File: src/rtl/mem_port_arbiter.sv
// Arbitrates one single-ported memory between instruction fetch and load/store.
// Grants one requester in IDLE, holds the port for MEM_LATENCY cycles, then pulses one response.
module mem_port_arbiter #(
   parameter int ADDR_WIDTH   = 32,
   parameter int DATA_WIDTH   = 32,
   parameter int MEM_LATENCY  = 1,
   parameter int STARVE_LIMIT = 4
) (
   input  logic                  clk,
   input  logic                  rst,
   input  logic                  inst_req_valid,
   output logic                  inst_req_ready,
   input  logic [ADDR_WIDTH-1:0] inst_addr,
   output logic                  inst_resp_valid,
   output logic [DATA_WIDTH-1:0] inst_resp_data,
   input  logic                  data_req_valid,
   output logic                  data_req_ready,
   input  logic [ADDR_WIDTH-1:0] data_addr,
   input  logic [2:0]            data_bytes,
   input  logic [DATA_WIDTH-1:0] data_wdata,
   output logic                  data_resp_valid,
   output logic [DATA_WIDTH-1:0] data_resp_data,
   output logic [ADDR_WIDTH-1:0] mem_addr,
   output logic                  mem_read_en,
   output logic [2:0]            mem_bytes_to_write,
   output logic [DATA_WIDTH-1:0] mem_write_data,
   input  logic [DATA_WIDTH-1:0] mem_read_data,
   output logic                  busy
);

   typedef enum logic {
      IDLE,
      ACCESS
   } state_e;

   localparam logic [2:0] LatLoad   = 3'(MEM_LATENCY);
   localparam logic [3:0] StarveMax = 4'(STARVE_LIMIT);

   state_e                state_q, state_d;
   logic [3:0]            starve_q, starve_d;
   logic [2:0]            latCnt_q, latCnt_d;
   logic [ADDR_WIDTH-1:0] addr_q, addr_d;
   logic [2:0]            bytes_q, bytes_d;
   logic [DATA_WIDTH-1:0] wdata_q, wdata_d;
   logic                  srcData_q, srcData_d;
   logic                  instRespValid_q, instRespValid_d;
   logic                  dataRespValid_q, dataRespValid_d;
   logic [DATA_WIDTH-1:0] instRespData_q, instRespData_d;
   logic [DATA_WIDTH-1:0] dataRespData_q, dataRespData_d;

   logic grantInst;
   logic grantData;
   logic dataIsStore;
   logic inAccess;
   logic firstAccess;

   // Only 1, 2 and 4 byte stores write; every other size code behaves as a load.
   assign dataIsStore = (data_bytes == 3'd1) || (data_bytes == 3'd2) || (data_bytes == 3'd4);

   // Data wins by default; a fetch that has lost STARVE_LIMIT times in a row takes the port.
   always_comb begin
      grantInst = 1'b0;
      grantData = 1'b0;
      if ((state_q == IDLE) && !rst) begin
         if (inst_req_valid && (!data_req_valid || (starve_q == StarveMax))) begin
            grantInst = 1'b1;
         end else if (data_req_valid) begin
            grantData = 1'b1;
         end
      end
   end

   assign inst_req_ready = grantInst;
   assign data_req_ready = grantData;

   // Next-state logic: latch the winner, count down the access, capture read data on the last cycle.
   always_comb begin
      state_d         = state_q;
      starve_d        = starve_q;
      latCnt_d        = latCnt_q;
      addr_d          = addr_q;
      bytes_d         = bytes_q;
      wdata_d         = wdata_q;
      srcData_d       = srcData_q;
      instRespValid_d = 1'b0;
      dataRespValid_d = 1'b0;
      instRespData_d  = instRespData_q;
      dataRespData_d  = dataRespData_q;

      if (grantInst) begin
         starve_d = 4'd0;
      end else if (grantData && inst_req_valid && (starve_q != StarveMax)) begin
         starve_d = starve_q + 4'd1;
      end

      case (state_q)
         IDLE: begin
            if (grantInst || grantData) begin
               state_d   = ACCESS;
               latCnt_d  = LatLoad;
               srcData_d = grantData;
               addr_d    = grantData ? data_addr : inst_addr;
               bytes_d   = (grantData && dataIsStore) ? data_bytes : 3'd0;
               wdata_d   = grantData ? data_wdata : '0;
            end
         end
         ACCESS: begin
            if (latCnt_q == 3'd1) begin
               state_d = IDLE;
               if (srcData_q) begin
                  dataRespValid_d = 1'b1;
                  dataRespData_d  = (bytes_q != 3'd0) ? '0 : mem_read_data;
               end else begin
                  instRespValid_d = 1'b1;
                  instRespData_d  = mem_read_data;
               end
            end else begin
               latCnt_d = latCnt_q - 3'd1;
            end
         end
         default: begin
            state_d = IDLE;
         end
      endcase
   end

   // Reset aborts any access in flight, so its response pulse is never issued.
   always_ff @(posedge clk) begin
      if (rst) begin
         state_q         <= IDLE;
         starve_q        <= 4'd0;
         latCnt_q        <= 3'd0;
         addr_q          <= '0;
         bytes_q         <= 3'd0;
         wdata_q         <= '0;
         srcData_q       <= 1'b0;
         instRespValid_q <= 1'b0;
         dataRespValid_q <= 1'b0;
         instRespData_q  <= '0;
         dataRespData_q  <= '0;
      end else begin
         state_q         <= state_d;
         starve_q        <= starve_d;
         latCnt_q        <= latCnt_d;
         addr_q          <= addr_d;
         bytes_q         <= bytes_d;
         wdata_q         <= wdata_d;
         srcData_q       <= srcData_d;
         instRespValid_q <= instRespValid_d;
         dataRespValid_q <= dataRespValid_d;
         instRespData_q  <= instRespData_d;
         dataRespData_q  <= dataRespData_d;
      end
   end

   // The write strobe is confined to the first access cycle so a store never repeats.
   assign inAccess           = (state_q == ACCESS);
   assign firstAccess        = inAccess && (latCnt_q == LatLoad);
   assign busy               = inAccess;
   assign mem_addr           = inAccess ? addr_q : '0;
   assign mem_read_en        = inAccess && (bytes_q == 3'd0);
   assign mem_bytes_to_write = firstAccess ? bytes_q : 3'd0;
   assign mem_write_data     = (firstAccess && (bytes_q != 3'd0)) ? wdata_q : '0;

   assign inst_resp_valid = instRespValid_q;
   assign inst_resp_data  = instRespData_q;
   assign data_resp_valid = dataRespValid_q;
   assign data_resp_data  = dataRespData_q;

endmodule

File: config.mk
export PLATFORM = sky130hd
export DESIGN_NAME = mem_port_arbiter
export DESIGN_NICKNAME = d
export VERILOG_FILES = /design/src/rtl/mem_port_arbiter.sv
export SDC_FILE = /design/constraint.sdc
export NUM_CORES = 1
export LEC_CHECK = 0
export CORE_MARGIN = 2
export CORE_UTILIZATION = 38
export CTS_CLUSTER_DIAMETER = 30
export DETAILED_ROUTE_END_ITERATION = 10
export PLACE_DENSITY = 0.83
export SYNTH_ARGS = -nofsm -noshare
export SYNTH_HDL_FRONTEND = slang
export SYNTH_SLANG_ARGS = --single-unit
File: constraint.sdc
create_clock -name clk -period 1.9 [get_ports clk]
set_clock_uncertainty 0.1 [all_clocks]
set_input_delay 0.475 -clock clk [delete_from_list [all_inputs] [get_ports clk]]
set_output_delay 0.475 -clock clk [all_outputs]
set_load 0.02 [all_outputs]
======== After elaboration in Yosys (flattened, before gate mapping) ========
Cells that the tools add are included.
cells by class
  add/sub/neg operators ................... 2
  equal/unequal tests ..................... 8
  mux-type cells .......................... 20
  bitwise gates (word level) .............. 3
  reductions and logical operators ........ 22
operators by type and width
  kind                                                   number
  2-to-1 mux 32 bit                                      5
  2-to-1 mux 3 bit                                       4
  2-to-1 mux 1 bit                                       9
  logical AND 1 bit                                      8
  == test 3 x 1 -> 1 bit, second input constant          2
  one-hot mux 3 bit (2 select lines)                     1
  AND reduction 3 bit                                    2
  adder 4 x 1 -> 4 bit, second input constant            1
  == test 4 x 3 -> 1 bit, second input constant          1
  logical OR 1 bit                                       4
  inequality test 4 x 3 -> 1 bit, second input constant  1
  AND reduction 2 bit                                    2
  == test 3 x 2 -> 1 bit, second input constant          1
  == test 3 bit, second input constant                   1
  zero test 3 bit                                        1
  inverter 1 bit                                         3
  nonzero test 3 bit                                     1
  OR reduction 3 bit                                     1
  subtractor 3 x 1 -> 3 bit, second input constant       1
  zero test 1 bit                                        2
  inequality test 2 x 1 -> 1 bit, second input constant  1
  inequality test 2 bit, second input constant           1
  one-hot mux 1 bit (2 select lines)                     1
  OR reduction 2 bit                                     1
word-level totals
  register bits after elaboration ......... 142
  input port bits ......................... 135
  output and inout bits ................... 137
  word-level logic and storage cells ...... 66

======== Logic depth before layout (Yosys ltp) ========
  depth in word-level cells ............... 8
  mapped depth ............................ 7
  mapped depth without buffers ............ 5

======== Worst setup path before layout ========
Ideal clock, no wire load.
  path kind ............................... input to output
  start point ............................. input data_req_valid
  end point ............................... output data_req_ready
  data arrival time ....................... 1.475 ns
  required time ........................... 1.325 ns
  path slack .............................. -0.150 ns
  stages on the path ...................... 4
  path buffers ............................ 2
  cell sequence ........................... buf_4 -> or3b_4 -> buf_6 -> nor2_1
on the way
  word-level cells in the longest chain between the ends .. 5
  elaborated cells on any way between the ends .. 6
ends and longest elaborated chain
  what                line  text
  start: declaration  16    input logic data_req_valid,
  zero test 1 bit     65    if (inst_req_valid && (!data_req_valid || (starve_q == StarveMax))) begin
  logical OR 1 bit    65
  logical AND 1 bit   65
  2-to-1 mux 1 bit *  65
  2-to-1 mux 1 bit *  64    if ((state_q == IDLE) && !rst) begin
  end: declaration    17    output logic data_req_ready,
Every way passes the cells marked *; elsewhere a longest branch is shown, timed or not.

======== Worst setup path after layout ========
  start point ............................. register latCnt_q[1]
  end point ............................... output mem_write_data[13]
on the way
  word-level cells in the longest chain between the ends .. 4
ends and longest elaborated chain
  what                      line  text
  start: declaration        41    logic [2:0] latCnt_q, latCnt_d;
  start signal: assignment  144   latCnt_q <= latCnt_d;
  == test 3 x 1 -> 1 bit    158   assign firstAccess = inAccess && (latCnt_q == LatLoad);
  logical AND 1 bit         158
  logical AND 1 bit         163   assign mem_write_data = (firstAccess && (bytes_q != 3'd0)) ? wdata_q : '0;
  2-to-1 mux 32 bit         163
  end: declaration          26    output logic [DATA_WIDTH-1:0] mem_write_data,
Every way passes these cells.

==> flow_summary.ini <==
[status]
status = finished, violations left
violations = setup timing

[sta]
slew_viol_final = 0
fin_crit_ps = 2370
maxSlewHeadroom_pct = 56.4
worstMarginPinSlew_ps = 653
min_period_over_period_pct = 125
finalHoldViolCount = 0
worst_slack_ps = -470
timing.hold.ws_ps = 350
finalSetupViolCount = 70
fmax_mhz = 422
final.setup.tns_ps = -19380
rsz0062_at_grt = yes

[global_route]
grt_max_degree = 79
gr-total-overflow = 0
grt_pass1_vias = 6260
antenna_found_initial = 0
track_usage_pct = 23.0
grt_pass1_wl_um = 31000

[place]
place_hpwl_um = 12900
dp_slack_ps = -772
place_congestion = 0.816
place.port_buffers = 271
dp_cells = 1170

[floorplanning]
dieWidth_um = 131
ioPinCount = 272
die_height_um = 131
start_util_pct = 38.6
coreArea_um2 = 15800
dieArea_um2 = 17100
rows = 46

[pwr]
peakVddDrop_mv = 0.632
p_per_area_nw_per_um2 = 768
p_leak_nw = 4.30

[clock_tree]
clock_latency_ps = 410
cts_root_buf = clkbuf_16
cts.sinks = 142
h-tree-depth = 4
cts_buffer_depth = 2
clkTransAtPathRegs_ps = 60
cts_hold_buf = 0
cts_made_buffers = 17
cts_tree = yes

[cells_and_area]
fin_nets = 1131
antennaDiodeCount = 0
area_growth_pct = 67.9
stdcell_count = 1221
utilization_pct = 64.9
drive_above_1_share_pct = 26.0

[synth]
yosysWarnings = 0
synth_seq_area_share_pct = 46.7
ys_dominant_reg_cell = dfxtp_1
synth_fp_nets = 851
synth.avg_cell_area_um2 = 8.56
async_flop_share_pct = 0
yosysTopAreaCellShare_pct = 46.7
synth_cells = 712
ys_ff_latch = 142
synth_enable_flop_cells = 0
synth.distinct_cells = 44
syn_area_um2 = 6090
yosys.area.top_type = dfxtp_1
synth.top_cells.by_area = dfxtp_1 (47%), and2_1 (7.1%), a21oi_1 (6.0%)

[critical_path]
cp_max_fo = 16
crit_path_cell_trace = inv_2 -> ha_4 -> and3b_4 -> and2b_4 -> buf_12 -> and2_2 -> buf_6
crit_path_max_incr_delay_ps = 320
crit_arrival_ps = 1790
setup.worst_path.start_class = flip-flop
endpoint_kind = primary output
critical_path_class = reg2out
cp.required_ps = 1320
cp_slowest_cell = dfxtp_2

[min_path]
hp-class = reg2reg

[routing]
drtIter0Drc = 346
routed_wl_um = 20300
wire_per_inst_um = 16.6
dr_total_vias = 6428
ant_nets = 0
drt-vias-per-instance = 5.26
drc = 0
drtPass1Iterations = 5

[run]
max_cap_violations = 0
## metal layers
| layer | global-route usage, % | part of all wire [%] | vias to the layer above |
|---|---|---|---|
| met5 | 0 | 0 | - |
| met4 | 9.07 | 2.4 | 0 |
| met3 | 5.54 | 6.4 | 39 |
| met2 | 40.4 | 51 | 240 |
| met1 | 26.9 | 40 | 3063 |
| li1 | - | - | 3086 |
## state kept, by name, summed over array words and instances, names as in the netlist
name	count
inst_resp_data	32
data_resp_valid	1
data_resp_data	32
srcData_q	1
latCnt_q	3
wdata_q	32
starve_q	4
busy	1
bytes_q	3
inst_resp_valid	1
addr_q	32
## layout make-up
| cell class | count | area (µm²) |
|---|---|---|
| fill | 1328 | 5540 |
| timing repair buffer | 333 | 3420 |
| clock buffer | 17 | 425 |
| inverter | 4 | 15.0 |
| clock inverter | 15 | 175 |
| tap | 216 | 270 |
| multi-input combinational | 494 | 3080 |
| sequential | 142 | 2850 |
## per-stage QoR
stage / instance area (µm²) / total power [mW]
final: 10200 / 7.85
after floorplan: 6140 / 3.78
after detailed placement: 9210 / 4.40
after global placement: 9210 / 4.38
after CTS: 9940 / 7.85
after global routing: 10200 / 8.16
## path summary, 6_finish.rpt
kind | startpoint | to | slack [ps] | cells past startpoint
setup / recovery | latCnt_q[1] | mem_write_data[13] | -470 | 7
hold reg to reg | inst_resp_data[26] | inst_resp_data[26] | 350 | 2
hold / removal | inst_resp_data[26] | inst_resp_data[26] | 350 | 2
setup reg to reg | busy | wdata_q[23] | 10 | 8
## cells in the final DEF (no fill, tap or decap), drive strengths merged, types with 2 or more instances in the layout
cell type | synthesis | routed
nand2 | 69 | 69
a211oi | 2 | 2
a31oi | 33 | 33
clkdlybuf4s50 | 0 | 132
clkbuf | 34 | 18
buf | 38 | 133
nor2 | 11 | 11
nand2b | 2 | 2
and4b | 3 | 3
nand4 | 5 | 5
dlygate4sd2 | 0 | 67
a22o | 32 | 32
a21oi | 73 | 73
nand3b | 2 | 2
nor3b | 2 | 2
nor3 | 4 | 4
or2 | 2 | 2
o21bai | 33 | 33
o21ai | 67 | 67
ha | 4 | 4
inv | 4 | 13
bufinv | 0 | 2
nand3 | 67 | 67
and2 | 69 | 69
clkinv | 0 | 3
dfxtp | 142 | 142
## worst max-delay path, delay by kind of cell, from the launching register on
family | cells | cell delay [ps]
simple gates | 3 | 580
buf+inv | 3 | 330
flops | 1 | 320
fa+ha+maj | 1 | 150
## synth_stat cells, types with 2 or more instances
| master | count |
|---|---|
| a211oi_1 | 2 |
| a21oi_1 | 73 |
| a22o_1 | 32 |
| a31oi_1 | 33 |
| and2_1 | 69 |
| and4b_1 | 3 |
| buf_2 | 27 |
| buf_4 | 2 |
| buf_6 | 8 |
| clkbuf_1 | 29 |
| clkbuf_2 | 5 |
| dfxtp_1 | 142 |
| ha_1 | 4 |
| inv_1 | 4 |
| nand2_1 | 69 |
| nand2b_1 | 2 |
| nand3_1 | 67 |
| nand3b_1 | 2 |
| nand4_1 | 5 |
| nor2_1 | 9 |
| nor2_4 | 2 |
| nor3_1 | 4 |
| o21ai_0 | 48 |
| o21ai_1 | 19 |
| o21bai_1 | 33 |
## cell families (layout without fill, tap and decap cells)
family,after synthesis,in the layout,synth area share (%)
fa+ha+maj,4,4,0.822
buf+inv,76,369,6.45
mux,1,1,0.164
simple gates,244,244,21.3
flops,142,142,46.7
compound gates,245,245,24.6
## repair_timing
action,in CTS,in global routing
setup endpoints to repair,137,82
pin swaps,11,37
resized for setup,503,81
gates cloned,3,1
setup buffers,8,11
## report_power, final
| part | internal (mW) | switching, mW |
|---|---|---|
| logic | 0.691 | 0.580 |
| registers | 3.12 | 0.0735 |
| clock network | 1.98 | 1.40 |
No activity file was read; power rests on OpenSTA's default activity.
